**src/rtl/spike_word_packer.sv**
```systemverilog
// ============================================================================
// spike_word_packer
// ----------------------------------------------------------------------------
// Transmit side of a synaptic-array sparse-spike input port. A neuron layer
// delivers one fire bit per cycle in neuron-index order. The bits are packed
// LSB-first into 32-bit sparse bitmaps. Each finished bitmap is offered
// downstream on a valid/ready handshake.
//
// Optional feature macro: SPK_POPCNT_EN
//   When this macro is defined, the sb_popcnt port is added. It carries the
//   number of set bits in sparse_bits and is registered together with the
//   word.
//
// Ports
//   clk          in   1      clock, rising edge
//   rst_n        in   1      asynchronous active-low reset
//   spk_valid    in   1      fire bit valid
//   spk_fire     in   1      1 = neuron at current index fired
//   spk_last     in   1      current neuron ends the timestep early
//   spk_ready    out  1      packer accepts spk_* this cycle
//   sparse_bits  out  32     packed word, bit n = neuron 32*sb_widx + n
//   sb_valid     out  1      sparse_bits valid
//   sb_ready     in   1      downstream accepts the word
//   sb_last      out  1      word is the final word of the frame
//   sb_widx      out  WIDXW  word index within the frame
//   sb_popcnt    out  6      set-bit count of sparse_bits (SPK_POPCNT_EN only)
// ============================================================================
module spike_word_packer #(
    parameter int NNEURON = 128,
    parameter int WIDXW   = 2
) (
    input  logic             clk,
    input  logic             rst_n,
    input  logic             spk_valid,
    input  logic             spk_fire,
    input  logic             spk_last,
    output logic             spk_ready,
    output logic [31:0]      sparse_bits,
    output logic             sb_valid,
    input  logic             sb_ready,
    output logic             sb_last,
    output logic [WIDXW-1:0] sb_widx
`ifdef SPK_POPCNT_EN
    ,
    output logic [5:0]       sb_popcnt
`endif
);

    localparam int              NWORDS   = NNEURON / 32;
    localparam logic [WIDXW-1:0] LASTWIDX = WIDXW'(NWORDS - 1);

    // Accumulator for the word being built, and the word-held-back flag
    logic [31:0]      acc_q, acc_d;
    logic [4:0]       cnt_q, cnt_d;
    logic             pend_q, pend_d;
    logic             pendLast_q, pendLast_d;
    logic [WIDXW-1:0] frameWidx_q, frameWidx_d;

    // Output buffer presented on the sb_* side
    logic [31:0]      obuf_q, obuf_d;
    logic             obufValid_q, obufValid_d;
    logic             obufLast_q, obufLast_d;
    logic [WIDXW-1:0] obufWidx_q, obufWidx_d;

    logic             accept;
    logic             implicitLast;
    logic             wordLast;
    logic             complete;
    logic             obufFree;
    logic [31:0]      merged;
    logic             loadEn;
    logic [31:0]      loadWord;
    logic             loadLast;

`ifdef SPK_POPCNT_EN
    logic [5:0]       obufPop_q, obufPop_d;

    function automatic logic [5:0] popCount(input logic [31:0] w);
        logic [5:0] s;
        s = 6'd0;
        for (int i = 0; i < 32; i++) begin
            s = s + {5'd0, w[i]};
        end
        return s;
    endfunction
`endif

    // Handshake qualifiers and word-completion detection. Because NNEURON is
    // a multiple of 32, the implicit frame end always falls on bit 31 of the
    // last word. The incoming bit is OR'd into acc, whose upper bits are
    // still zero from the last clear, so a short word is zero-padded.
    always_comb begin
        accept       = spk_valid & ~pend_q;
        implicitLast = (cnt_q == 5'd31) && (frameWidx_q == LASTWIDX);
        wordLast     = spk_last | implicitLast;
        complete     = accept & ((cnt_q == 5'd31) | wordLast);
        obufFree     = ~obufValid_q | sb_ready;
        merged       = spk_fire ? (acc_q | (32'd1 << cnt_q)) : acc_q;
    end

    // Next-state logic. A pending word has priority, and spikes are refused
    // while it is held. A completion that meets a free or draining buffer
    // loads on the same edge, so back-to-back words have no bubble.
    always_comb begin
        acc_d       = acc_q;
        cnt_d       = cnt_q;
        pend_d      = pend_q;
        pendLast_d  = pendLast_q;
        frameWidx_d = frameWidx_q;
        obuf_d      = obuf_q;
        obufValid_d = obufValid_q;
        obufLast_d  = obufLast_q;
        obufWidx_d  = obufWidx_q;
        loadEn      = 1'b0;
        loadWord    = merged;
        loadLast    = wordLast;

        if (pend_q) begin
            if (obufFree) begin
                loadEn   = 1'b1;
                loadWord = acc_q;
                loadLast = pendLast_q;
                pend_d   = 1'b0;
                acc_d    = 32'd0;
                cnt_d    = 5'd0;
            end
        end else if (accept) begin
            if (complete) begin
                if (obufFree) begin
                    loadEn = 1'b1;
                    acc_d  = 32'd0;
                    cnt_d  = 5'd0;
                end else begin
                    acc_d      = merged;
                    pend_d     = 1'b1;
                    pendLast_d = wordLast;
                end
            end else begin
                acc_d = merged;
                cnt_d = cnt_q + 5'd1;
            end
        end

        if (loadEn) begin
            obuf_d      = loadWord;
            obufValid_d = 1'b1;
            obufLast_d  = loadLast;
            obufWidx_d  = frameWidx_q;
            frameWidx_d = loadLast ? '0 : frameWidx_q + WIDXW'(1);
        end else if (obufValid_q & sb_ready) begin
            obufValid_d = 1'b0;
        end
    end

`ifdef SPK_POPCNT_EN
    // The count is taken from the word being loaded. It therefore updates
    // on the same edge as sparse_bits.
    always_comb begin
        obufPop_d = obufPop_q;
        if (loadEn) begin
            obufPop_d = popCount(loadWord);
        end
    end

    always_ff @(posedge clk or negedge rst_n) begin
        if (!rst_n) begin
            obufPop_q <= 6'd0;
        end else begin
            obufPop_q <= obufPop_d;
        end
    end

    assign sb_popcnt = obufPop_q;
`endif

    // State registers. Reset discards any partial or pending word.
    always_ff @(posedge clk or negedge rst_n) begin
        if (!rst_n) begin
            acc_q       <= 32'd0;
            cnt_q       <= 5'd0;
            pend_q      <= 1'b0;
            pendLast_q  <= 1'b0;
            frameWidx_q <= '0;
            obuf_q      <= 32'd0;
            obufValid_q <= 1'b0;
            obufLast_q  <= 1'b0;
            obufWidx_q  <= '0;
        end else begin
            acc_q       <= acc_d;
            cnt_q       <= cnt_d;
            pend_q      <= pend_d;
            pendLast_q  <= pendLast_d;
            frameWidx_q <= frameWidx_d;
            obuf_q      <= obuf_d;
            obufValid_q <= obufValid_d;
            obufLast_q  <= obufLast_d;
            obufWidx_q  <= obufWidx_d;
        end
    end

    // Ready depends only on the held-word flag, so it never reacts
    // combinationally to the spike inputs.
    assign spk_ready   = ~pend_q;
    assign sparse_bits = obuf_q;
    assign sb_valid    = obufValid_q;
    assign sb_last     = obufLast_q;
    assign sb_widx     = obufWidx_q;

endmodule

```
**config.mk**
```make
export PLATFORM = sky130hd
export DESIGN_NAME = spike_word_packer
export DESIGN_NICKNAME = d
export VERILOG_FILES = /design/src/rtl/spike_word_packer.sv
export SDC_FILE = /design/constraint.sdc
export NUM_CORES = 1
export LEC_CHECK = 0
export BUFFER_PORTS_ARGS = -buffer_cell sky130_fd_sc_hd__buf_2
export CAP_MARGIN = 25
export CORE_UTILIZATION = 35
export DETAILED_ROUTE_END_ITERATION = 6
export GPL_TIMING_DRIVEN = 0
export SKIP_CTS_REPAIR_TIMING = 1
export SYNTH_ARGS = -nofsm -noshare
export SYNTH_HDL_FRONTEND = slang
export SYNTH_SLANG_ARGS = --single-unit
export TNS_END_PERCENT = 30
```
**constraint.sdc**
```tcl
create_clock -name clk -period 3.3 [get_ports clk]
set_clock_uncertainty 0.05 [all_clocks]
set_input_delay 0.99 -clock clk [delete_from_list [all_inputs] [get_ports clk]]
set_output_delay 0.99 -clock clk [all_outputs]
set_load 0.05 [all_outputs]
```
# ---- After elaboration in Yosys (flattened, before gate mapping)
# Cells that the tools add are included.
dict set report classes {
  n_shift 1
  reduce_logical 5
  add_sub_neg 2
  div 0
  mux 25
  multipliers 0
  n_eq_ne 3
  bitwise_logic 9
  order_cmp 0
}
# cell n
set op_table {}
lappend op_table {{$mux 32} 8}
lappend op_table {{$or 32x32->32} 1}
lappend op_table {{$shl 1x5->32 const A} 1}
lappend op_table {{$mux 5} 4}
lappend op_table {{$mux 1} 12}
lappend op_table {{$add 5x1->5 const B} 1}
lappend op_table {{$eq 5x5->1 const B} 1}
lappend op_table {{$reduce_bool 2->1} 2}
lappend op_table {{$and 1x1->1} 3}
lappend op_table {{$or 1x1->1} 3}
lappend op_table {{$reduce_and 3->1} 1}
lappend op_table {{$add 2x1->2 const B} 1}
lappend op_table {{$eq 2x2->1 const B} 1}
lappend op_table {{$mux 2} 1}
lappend op_table {{$ne 2x1->1 const B} 1}
lappend op_table {{$not 1->1} 2}
lappend op_table {{$reduce_and 2->1} 1}
lappend op_table {{$logic_and 1x1->1} 1}
dict set report totals {
  input_bits 6
  elab_cells 54
  latchBits 0
  mem_bits_ro 0
  mem_count 0
  regBits 77
  mem_bits_rw 0
}

# ---- Depth between registers and ports, before layout
# Gate-level depths: netlist (run 1).
dict set report depth {
  word_depth 9
  depth_mapped 10
  mapped_depth_nobuf 7
}

# ---- Least setup slack after synthesis (run 1)
# Ideal clock, no wire load.
dict set report synth_timing {
  path_type {register to register}
  start {register cnt_q[3]}
  end {register acc_q[4]}
  path_stages_with_launch 10
  n_path_buf 4
  synth_period_minus_slack_ns 2.333
  setup_ns 0.121
  t_arrival_ns 2.162
  slack_ns 0.967
  cell_sequence {dfrtp_1 clkbuf_1 clkbuf_1 and3_1 ha_1 nor3_1 or3_1 clkbuf_1 buf_2 a22o_1}
}
dict set report synth_between {
  elab_chain_len 8
  word_cells_on_any_way 12
}
# element line
set synth_lines {}
lappend synth_lines {{start, declared} 54} ;# logic [4:0] cnt_q, cnt_d;
lappend synth_lines {{start signal, assigned} 190} ;# cnt_q <= cnt_d;
lappend synth_lines {{$eq 5x5->1} {94, 96}}
lappend synth_lines {{$logic_and 1x1->1} 94} ;# implicitLast = (cnt_q == 5'd31) && (frameWidx_q == LASTWIDX);
lappend synth_lines {{$or 1x1->1} 95} ;# wordLast = spk_last | implicitLast;
lappend synth_lines {{$or 1x1->1} 96} ;# complete = accept & ((cnt_q == 5'd31) | wordLast);
lappend synth_lines {{$and 1x1->1} 96}
lappend synth_lines {{$mux 32 *} 128} ;# if (complete) begin
lappend synth_lines {{$mux 32 *} 127} ;# end else if (accept) begin
lappend synth_lines {{$mux 32 *} 118} ;# if (pend_q) begin
lappend synth_lines {{end signal, assigned} 179} ;# acc_q <= 32'd0;
lappend synth_lines {{end signal, assigned} 189} ;# acc_q <= acc_d;
lappend synth_lines {{end, declared} 53} ;# logic [31:0] acc_q, acc_d;
# Mark *: on every way between the ends. The rest lies on a longest branch, timed or not. The select of a mux whose other input is x is not followed.
# A chain may end at the register's enable or synchronous reset.

# ---- Worst setup path in the final report (run 1)
dict set report layout_timing {
  start {register cnt_q[3]}
  end {register obuf_q[30], in the netlist sparse_bits[30]}
}
dict set report layout_between {
  elab_chain_len 8
  word_cells_on_any_way 13
}
# element line
set layout_lines {}
lappend layout_lines {{$eq 5x5->1} {94, 96}}
lappend layout_lines {{$logic_and 1x1->1} 94}
lappend layout_lines {{$or 1x1->1} 95}
lappend layout_lines {{$or 1x1->1} 96}
lappend layout_lines {{$and 1x1->1} 96}
lappend layout_lines {{$mux 1} 128}
lappend layout_lines {{$mux 1} 127}
lappend layout_lines {{$mux 1} 118}
lappend layout_lines {{end signal, assigned} 194} ;# obuf_q <= obuf_d;
lappend layout_lines {{end, declared} 60} ;# logic [31:0] obuf_q, obuf_d;
# Several ways; a longest one is shown, not always the timed one.

==> impl_results.md, run 1 <==
- Status: completed
- DP Wirelength: 5.87 mm
- Routed len/inst: around 16 um
- Peak Freq: about 340 MHz
- Starting density of the core: 36.3%
- CP max FO: 10
- Die footprint: 9970 um2
- PD cells: approximately 650 nW/um2
- Most Crowded Layer GR: met2
- CP Depth: 8
- Vias in the first global route: roughly 2600
- Layout fillers: just over 900
- Top delay family on crit path: buffers and inverters
- Critical-path cell list: clkbuf_1, clkbuf_1, and3_1, ha_1, nor3_1, nor3_2, clkbuf_1, a21oi_1
- Grt met2 use: between 20% and 30%
- Remaining antenna violation count: 0
- Clock Latency Late Sink: 0.35 ns
- Total gr overflow: 0
- CP Class: register to register
- Worst vdd ir: ~0.22 mV
- RSZ-0062 raised after global routing: no
- TritonCTS Sinks: 77
- Place WS: 0.362 ns
- CTS H-tree lvls: 3
- Max Slew Vio Count: 0
- Row cnt: 35
- Synthesized Nets: approximately 360
- Synthesized flop and latch total: slightly below 80
- Area Overhead vs Synth: 17.7%
- Ys async rst share: 100%
- Worst rel slew slack: a little under half
- # IOs: 43
- Worst hold path class: register to register
- Die W: approximately 100 um
- WP buf/inv: 3
- Cell Area, Synth: about 3400 um2
- Root Driver: clkbuf_8
- Crit share post-route: 89.8%
- Leak Pwr: between 1.5 and 2 nW
- R2R depth: 8
- Arr. time, crit path: 3.13 ns
- Util after Layout: about 43%
- First-pass iteration count of the detailed router: 4
- Yosys warns: 0
- Largest net degree at the start of global routing: 50
- Hold Vio Cnt, Final: 0
- Core region area: 9240 um2
- CTS tree: built
- FF-to-FF End: sparse_bits[30]$_DFFE_PN0P_
- Mean Syn Cell Area: 9.63 um2
- Routability cong.: around 0.83
- Final worst slack: around 0.34 ns
- CP Capture Point: sparse_bits[30]$_DFFE_PN0P_
- Via density: around 5.1
- Cell mode on critical path: clkbuf_1
- Finish-stage setup viols: 0
- Top FF cell, synth: dfrtp_1
- Worst-Margin Slew: ~0.8 ns
- GR Util All Layers: around 18%
- Crit path launch type: register
- Area of the multi-input gates: between 1000 and 1500 um2
- # port buffers: just over 40
- Initial antenna violation count: 0
- Total CTS buffers: 9
- Die H: between 90 and 100 um
- Req. time, crit path: approximately 3.5 ns
- Post-synth cell types: 31
- Setup total negative slack: 0 ns
- Slowest stage delay, CP: about 0.5 ns
- First-pass GRT wire length: ~13 mm
- R2R Path Start: cnt_q[3]$_DFFE_PN0P_
- CP Capture Type: register
- Nets@finish: between 400 and 500
- Max-cap violations: 0
- Max clock buf depth: 2
- Vias: roughly 2700
- Register area share after synthesis: 57.5%
- Worst-path clk slew: ~0.090 ns
- Met3 Use GR: ~3.4%
- Slowest CP cell: nor3_2
- Fin crit period: approximately 3.0 ns
- Post-synthesis cell count: between 300 and 400
- Grt met1 use: about a quarter
- Post-synth EDFFs: 0
- Register Area: roughly 1900 um2
- Share of post-route cells with drive strength above 1: 18.5%
- R2r setup slk: about 0.34 ns
- Routed wire length: 8.31 mm
- N_diodes: 0
- Iter 0 DRT Violations: 161
- CP Launch Point: cnt_q[3]$_DFFE_PN0P_
- Remaining DRCs: 0
==> worst min path at each step <==
stage / start / end / slack (ns) / cells past startpoint
floorplan: acc_q[10]$_DFFE_PN0P_ / acc_q[10]$_DFFE_PN0P_ / 0.41 / 2
CTS: sb_widx[1]$_DFFE_PN0P_ / sb_widx[1]$_DFFE_PN0P_ / 0.44 / 2
finish: sb_widx[1]$_DFFE_PN0P_ / sb_widx[1]$_DFFE_PN0P_ / 0.43 / 2
global placement: sparse_bits[4]$_DFFE_PN0P_ / sparse_bits[4]$_DFFE_PN0P_ / 0.42 / 2
global route: acc_q[3]$_DFFE_PN0P_ / acc_q[3]$_DFFE_PN0P_ / 0.46 / 1
detailed placement: sb_widx[1]$_DFFE_PN0P_ / sb_widx[1]$_DFFE_PN0P_ / 0.42 / 2
==> registers in the layout, indices dropped and copies added (netlist names) <==
| name | count |
|---|---|
| acc_q | 32 |
| sparse_bits | 32 |
| cnt_q | 5 |
| frameWidx_q | 2 |
| sb_widx | 2 |
| pendLast_q | 1 |
| pend_q | 1 |
| sb_last | 1 |
| sb_valid | 1 |
==> cell families (layout without fill, tap and decap cells) <==
family | after synthesis | count (layout) | synth area share, %
adders and majority gates | 8 | 8 | 2.99
buffers and inverters | 29 | 86 | 3.73
muxes | 3 | 3 | 0.933
DFF | 77 | 77 | 57.5
and+or+nand+nor | 116 | 116 | 14.7
AOI/OAI and AO/OA | 115 | 115 | 20.1
==> cells in the final DEF, fill, tap and decap left out, drive strengths merged, types with 2 or more instances in the layout <==
cell,instances
nand3,4
nor2,47
and3,5
inv,5
clkinv,2
nor2b,6
a21oi,37
buf,53
a32o,3
mux2i,2
o21ai,30
a22o,4
nand2,44
ha,8
nand2b,4
clkbuf,24
a31oi,37
dfrtp,77
nor3,3
a211oi,2
==> area by class of cell <==
cell class,count,area share [%]
Sequential cell,77,48.8
Multi-Input combinational cell,242,32.9
Timing Repair Buffer,42,5.96
Tap cell,129,4.09
Clock buffer,10,3.49
Buffer,25,2.79
Clock inverter,5,1.52
Inverter,4,0.380
==> through the flow <==
step                      std cells  cell area [um2]  power (mW)  hold slack (ns)
after floorplan                 348             3350        1.63            0.406
after global placement          518             3720        1.82            0.417
after detailed placement        519             3750        1.84            0.423
after CTS                       534             3950        2.57            0.442
after global routing            534             3950        2.68            0.459
final                           534             3950        2.55            0.434
==> tightest hold or removal path: cells and delay by family (launching register included) <==
family	cells	cell delay, ns
DFF	1	0.35
and+or+nand+nor	2	0.10
==> synthesized netlist by cell type, types with 2 or more instances <==
cell type	number	area (um2)
nor2b_1	6	37.5
dfrtp_1	77	1930
mux2i_1	2	20.0
buf_2	10	50.1
ha_1	8	100
o21ai_0	4	20.0
nand2_1	44	165
nand2b_1	4	25.0
inv_1	3	11.3
clkbuf_1	14	52.6
a32o_1	3	30.0
o21ai_1	26	130
and3_1	5	31.3
nor3_1	2	10.0
a22o_1	4	35.0
a21oi_1	36	180
nand3_1	4	20.0
nor2_1	47	176
a31oi_1	37	231
==> power by group <==
group          leakage [nW]  switching, mW  internal (mW)
logic                 0.732          0.532          0.167
clock network        0.0987          0.366          0.369
registers              1.03         0.0681           1.05
total                  1.86          0.966           1.58
==> routing by layer <==
metal	vias to the layer above	part of all wire, %
li1	1323	-
met1	1312	47
met2	71	47
met3	9	4.8
met4	0	1.9
met5	-	0
(Power assumes the default switching activity.)
==> run 2, diff against run 1 <==
--- a/config.mk
+++ b/config.mk
@@ -7,7 +7,7 @@
 export LEC_CHECK = 0
 export BUFFER_PORTS_ARGS = -buffer_cell sky130_fd_sc_hd__buf_2
 export CAP_MARGIN = 25
-export CORE_UTILIZATION = 35
+export CORE_UTILIZATION = 45
 export DETAILED_ROUTE_END_ITERATION = 6
 export GPL_TIMING_DRIVEN = 0
 export SKIP_CTS_REPAIR_TIMING = 1
==> run 2 against run 1 <==
Compared with the run above: routed wire length is 4.0% lower; critical path depth stayed put; utilization is 11 points higher; total power is 0.15% higher.
==> impl_results.md, run 2 (synthesis results as in run 1) <==
- Max-cap violations: 0 (unchanged)
- Row cnt: 31 (-11%)
- # IOs: 43 (unchanged)
- Worst vdd ir: 0.252 mV (+13%)
- Remaining antenna violation count: 0 (unchanged)
- Die H: 88.3 um (-12%)
- Pwr Total: 2.55 mW (+0.15%)
- Die footprint: 7800 um2 (-22%)
- Total CTS buffers: 9 (unchanged)
- Starting density of the core: 46.5% (+10 points)
- Crit path launch type: register
- DP Wirelength: 5.67 mm (-3.3%)
- Vias in the first global route: 2483 (-2.9%)
- Vias: 2729 (+0.52%)
- CTS tree: built
- Worst hold path class: register to register
- Worst-path clk slew: 0.09 ns (about the same)
- Max clock buf depth: 2 (unchanged)
- Req. time, crit path: 3.46 ns (about the same)
- Cell mode on critical path: clkbuf_1
- First-pass iteration count of the detailed router: 4 (unchanged)
- Root Driver: clkbuf_8
- TritonCTS Sinks: 77 (unchanged)
- Leak Pwr: 1.85 nW (-0.41%)
- Cell Count, Final, Fillers Out: 505 (-5.4%)
- Nets@finish: 415 (unchanged)
- Fin crit period: 2.98 ns (+0.0161 ns)
- Initial antenna violation count: 0 (unchanged)
- Largest net degree at the start of global routing: 41 (-18%)
- Slowest CP cell: nor3_2
- CTS H-tree lvls: 3 (unchanged)
- R2r setup slk: 0.32 ns (-0.02 ns)
- GR Util All Layers: 22.2% (+4.5 points)
- Routed wire length: 7.97 mm (-4.0%)
- RSZ-0062 raised after global routing: no
- Core region area: 7210 um2 (-22%)
- Util after Layout: 54.2% (+11 points)
- Routed len/inst: 15.8 um (+1.5%)
- Crit share post-route: 90.2% (+0.49 points)
- Worst rel slew slack: 49.9% (+2.5 points)
- First-pass GRT wire length: 12.9 mm (-3.3%)
- Area Overhead vs Synth: 16.6%
- Arr. time, crit path: 3.14 ns (about the same)
- CP Capture Type: register
- Most frequent cells in the layout: 77 x dfrtp_1, 50 x buf_2, 47 x nor2_1
- CP Class: register to register
- # port buffers: 41 (unchanged)
- Peak Freq: 336 MHz (-0.54%)
- Status: completed
- N_diodes: 0 (unchanged)
- Slowest stage delay, CP: 0.50 ns (about the same)
- Hold Vio Cnt, Final: 0 (unchanged)
- Worst-Margin Slew: 0.749 ns (-0.0375 ns)
- Iter 0 DRT Violations: 168 (+4.3%)
- WP buf/inv: 3 (unchanged)
- Critical-path cell list: clkbuf_1, clkbuf_1, and3_1, ha_1, nor3_1, nor3_2, clkbuf_1, a21oi_1
- Remaining DRCs: 0 (unchanged)
- Most common cell after layout, fill and taps aside: dfrtp_1
- CP max FO: 10 (unchanged)
- Max Slew Vio Count: 0 (unchanged)
- Finish-stage setup viols: 0 (unchanged)
- PD cells: 654 nW/um2 (+1.1%)
- Clock Latency Late Sink: 0.35 ns (about the same)
- Die W: 88.3 um (-12%)
- Routability cong.: 0.861 (+3.2%)
- Top delay family on crit path: buffers and inverters
- Share of post-route cells with drive strength above 1: 18.7% (+0.20 points)
- Placed cells: 489 (-5.8%)
- Setup total negative slack: 0 ns (unchanged)
- Via density: 5.40 (+6.3%)
- Total gr overflow: 0 (unchanged)
## run 2: cell count changes in the layout (fill, tap and decap cells not counted), sizes merged
cell	change
clkinv	-2
clkinvlp	+2
inv	+2
clkbuf	-1
## run 2: path summary, 6_finish.rpt
kind | startpoint | endpoint | cells past startpoint
min reg2reg | sb_widx[1]$_DFFE_PN0P_ | sb_widx[1]$_DFFE_PN0P_ | 2
max | cnt_q[3]$_DFFE_PN0P_ | sparse_bits[14]$_DFFE_PN0P_ | 8
min | sb_widx[1]$_DFFE_PN0P_ | sb_widx[1]$_DFFE_PN0P_ | 2
max in group asynchronous | rst_n | acc_q[20]$_DFFE_PN0P_ | 2
min in group asynchronous | rst_n | sparse_bits[7]$_DFFE_PN0P_ | 1
max reg2reg | cnt_q[3]$_DFFE_PN0P_ | sparse_bits[14]$_DFFE_PN0P_ | 8
## run 2: final cells by class
class	count	area (um2)
buffer	25	110
clock buffer	9	124
clock inverter	7	81.3
fill	690	3310
inverter	4	15.0
multi-input combinational	242	1300
sequential	77	1930
tap	99	124
timing repair buffer	42	228
## run 2: tightest hold or removal path, stage by stage, from the launching register on
cell and delay (ns):
dfrtp_1 0.34, nand2_1 0.05, nand2_1 0.05
## run 2: report_power, final
group          switching, mW  internal (mW)  leakage (nW)
registers             0.0626           1.05          1.03
logic                  0.533          0.166         0.729
clock network          0.386          0.360        0.0944
total                  0.981           1.57          1.85
## run 2: metrics by stage
stage	instance area, um2	hold slack [ns]	setup slack, ns
floorplan	3350	0.406	0.967
global placement	3680	0.406	0.352
detailed placement	3700	0.412	0.313
CTS	3910	0.435	0.292
global route	3910	0.466	0.0430
finish	3910	0.429	0.322
## run 2: layer usage
layer	part of all wire [%]	vias up	track usage, %
li1	-	1327	-
met1	49	1317	32.6
met2	45	67	32.0
met3	3.5	18	3.08
met4	3.1	0	11.7
met5	0	-	0
==> run 3, diff against run 2 <==
--- a/config.mk
+++ b/config.mk
@@ -10,6 +10,7 @@
 export CORE_UTILIZATION = 45
 export DETAILED_ROUTE_END_ITERATION = 6
 export GPL_TIMING_DRIVEN = 0
+export PLACE_DENSITY = 0.67
 export SKIP_CTS_REPAIR_TIMING = 1
 export SYNTH_ARGS = -nofsm -noshare
 export SYNTH_HDL_FRONTEND = slang
==> constraint.sdc (replaced) <==
create_clock -name clk -period 2.4 [get_ports clk]
set_clock_uncertainty 0.05 [all_clocks]
set_input_delay 0.72 -clock clk [delete_from_list [all_inputs] [get_ports clk]]
set_output_delay 0.72 -clock clk [all_outputs]
set_load 0.05 [all_outputs]
==> run 3 against run 2 <==
Compared with the run above: register-to-register slack got worse by 0.22 ns; maximum frequency up 30%; sequential power is 38% higher; combinational power rose by 39%; first-iteration DRC count increased by 17%; critical endpoint is now acc_q[4]$_DFFE_PN0P_; highest routed layer unchanged.
==> impl_results.md, run 3 (synthesis results as in run 1) <==
- Slowest stage delay, CP: 0.45 ns (-0.05 ns)
- Routability cong.: 0.831 (-3.5%)
- Worst-Margin Slew: 0.731 ns (-0.0180 ns)
- Row cnt: 31 (unchanged)
- Share of post-route cells with drive strength above 1: 22.1% (+3.4 points)
- N_diodes: 0 (unchanged)
- Die footprint: 7800 um2 (unchanged)
- Max Slew Vio Count: 0 (unchanged)
- Peak Freq: 435 MHz (+30%)
- Setup total negative slack: 0 ns (unchanged)
- Remaining DRCs: 0 (unchanged)
- Total gr overflow: 0 (unchanged)
- Layout fillers: 677 (-1.9%)
- DP Wirelength: 5.41 mm (-4.7%)
- Root Driver: clkbuf_8
- PD cells: 865 nW/um2 (+32%)
- First-pass GRT wire length: 12.8 mm (-0.74%)
- First-pass iteration count of the detailed router: 6 (+2)
- CTS tree: built
- Total CTS buffers: 9 (unchanged)
- CTS H-tree lvls: 3 (unchanged)
- Vias in the first global route: 2544 (+2.5%)
- R2R depth: 7 (-1)
- Most common cell after layout, fill and taps aside: dfrtp_1
- RSZ-0062 raised after global routing: no
- Core region area: 7210 um2 (unchanged)
- Hold Vio Cnt, Final: 0 (unchanged)
- Register Area: 1930 um2 (+0.13%)
- TritonCTS Sinks: 77 (unchanged)
- Crit path launch type: register
- Worst rel slew slack: 51.1% (+1.2 points)
- CP Capture Type: register
- Routed wire length: 7.84 mm (-1.7%)
- Finish-stage setup viols: 0 (unchanged)
- # IOs: 43 (unchanged)
- Remaining antenna violation count: 0 (unchanged)
- CP Class: register to register
- Pwr Total: 3.42 mW (+34%)
- Cell Area, Placed: 3710 um2 (+0.20%)
- Initial antenna violation count: 0 (unchanged)
- GR Util All Layers: 22.1% (-0.14 points)
- Worst hold path class: input port to async pin
- Area of the multi-input gates: 1330 um2 (+2.6%)
- Max clock buf depth: 2 (unchanged)
- # port buffers: 41 (unchanged)
- Crit share post-route: 95.8% (+5.6 points)
- Max-cap violations: 0 (unchanged)
- Via density: 5.46 (+1.1%)
- Die W: 88.3 um (unchanged)
- Req. time, crit path: 2.59 ns (-0.87 ns)
- Worst vdd ir: 0.319 mV (+27%)
- Starting density of the core: 46.5% (unchanged)
- Iter 0 DRT Violations: 197 (+17%)
- Fin crit period: 2.30 ns (-0.678 ns)
- Largest net degree at the start of global routing: 54 (+32%)
- Worst-path clk slew: 0.09 ns (about the same)
- Die H: 88.3 um (unchanged)
- Status: completed
- Arr. time, crit path: 2.49 ns (-0.65 ns)
- Clock Latency Late Sink: 0.36 ns (about the same)
- Vias: 2764 (+1.3%)
- Cell area after layout: 3960 um2 (+1.2%)
- Area Overhead vs Synth: 18.0%
- Nets@finish: 416 (+0.24%)
- Critical-path cell list: clkbuf_2, and3_1, ha_2, nor3_4, or3_1, buf_2, a22o_1
- CP max FO: 10 (unchanged)
- Most frequent cells in the layout: 75 x dfrtp_1, 48 x buf_2, 47 x nor2_1
- Leak Pwr: 1.87 nW (+1.1%)
- Slowest CP cell: or3_1
- Routed len/inst: 15.5 um (-1.8%)
## run 3: changes by cell type in the layout (fill, tap and decap cells not counted), sizes merged
cell      before  now
buf           53   54
bufinv         1    0
clkinv         0    1
clkinvlp       3    4
inv            7    6
## run 3: power breakdown
part	internal (mW)	switching [mW]	total, mW
combinational	0.237	0.734	0.971
clock	0.387	0.528	0.915
sequential	1.44	0.0918	1.53
## run 3: area by class of cell
cell class	instances	share of cell area (%)
well taps	99	3.13
clock inverters	7	1.49
repair buffers	45	6.51
multi-input cells	242	33.7
plain buffers	23	2.88
inverters	4	0.380
flip-flops and latches	77	48.8
clock buffers	9	3.13
## run 3: stage by stage
step	worst slack, ns	util [%]	std cells	hold slack (ns)
6_report	0.100	54.8	506	0.209
5_1_grt	0.0368	54.8	506	0.216
3_3_place_gp	-0.457	51.0	488	0.405
3_5_place_dp	-0.506	51.4	489	0.412
2_1_floorplan	0.0670	-	348	0.374
4_1_cts	-0.524	54.0	505	0.218
## run 3: layer usage
layer	global-route usage, %	wire length [um]	vias to the layer above
li1	-	-	1329
met1	31.6	3710	1344
met2	32.5	3560	76
met3	4.48	368	15
met4	10.1	203	0
met5	0	0	-
## run 3: worst max-delay path, delay by kind of cell (launching register included)
family          cells  cell delay [ns]
compound gates      1             0.25
fa+ha+maj           1             0.23
flops               1             0.43
buf+inv             2             0.49
simple gates        3             0.73
## run 3: final timing paths
check	endpoint	slack, ns	start
hold reg to reg	sb_widx[0]$_DFFE_PN0P_	0.43	sb_widx[0]$_DFFE_PN0P_
min in group clk	sb_widx[0]$_DFFE_PN0P_	0.43	sb_widx[0]$_DFFE_PN0P_
max in group asynchronous	cnt_q[0]$_DFFE_PN0P_	1.50	rst_n
setup / recovery	acc_q[4]$_DFFE_PN0P_	0.10	cnt_q[3]$_DFFE_PN0P_
hold / removal	sparse_bits[22]$_DFFE_PN0P_	0.21	rst_n
setup reg to reg	acc_q[4]$_DFFE_PN0P_	0.10	cnt_q[3]$_DFFE_PN0P_
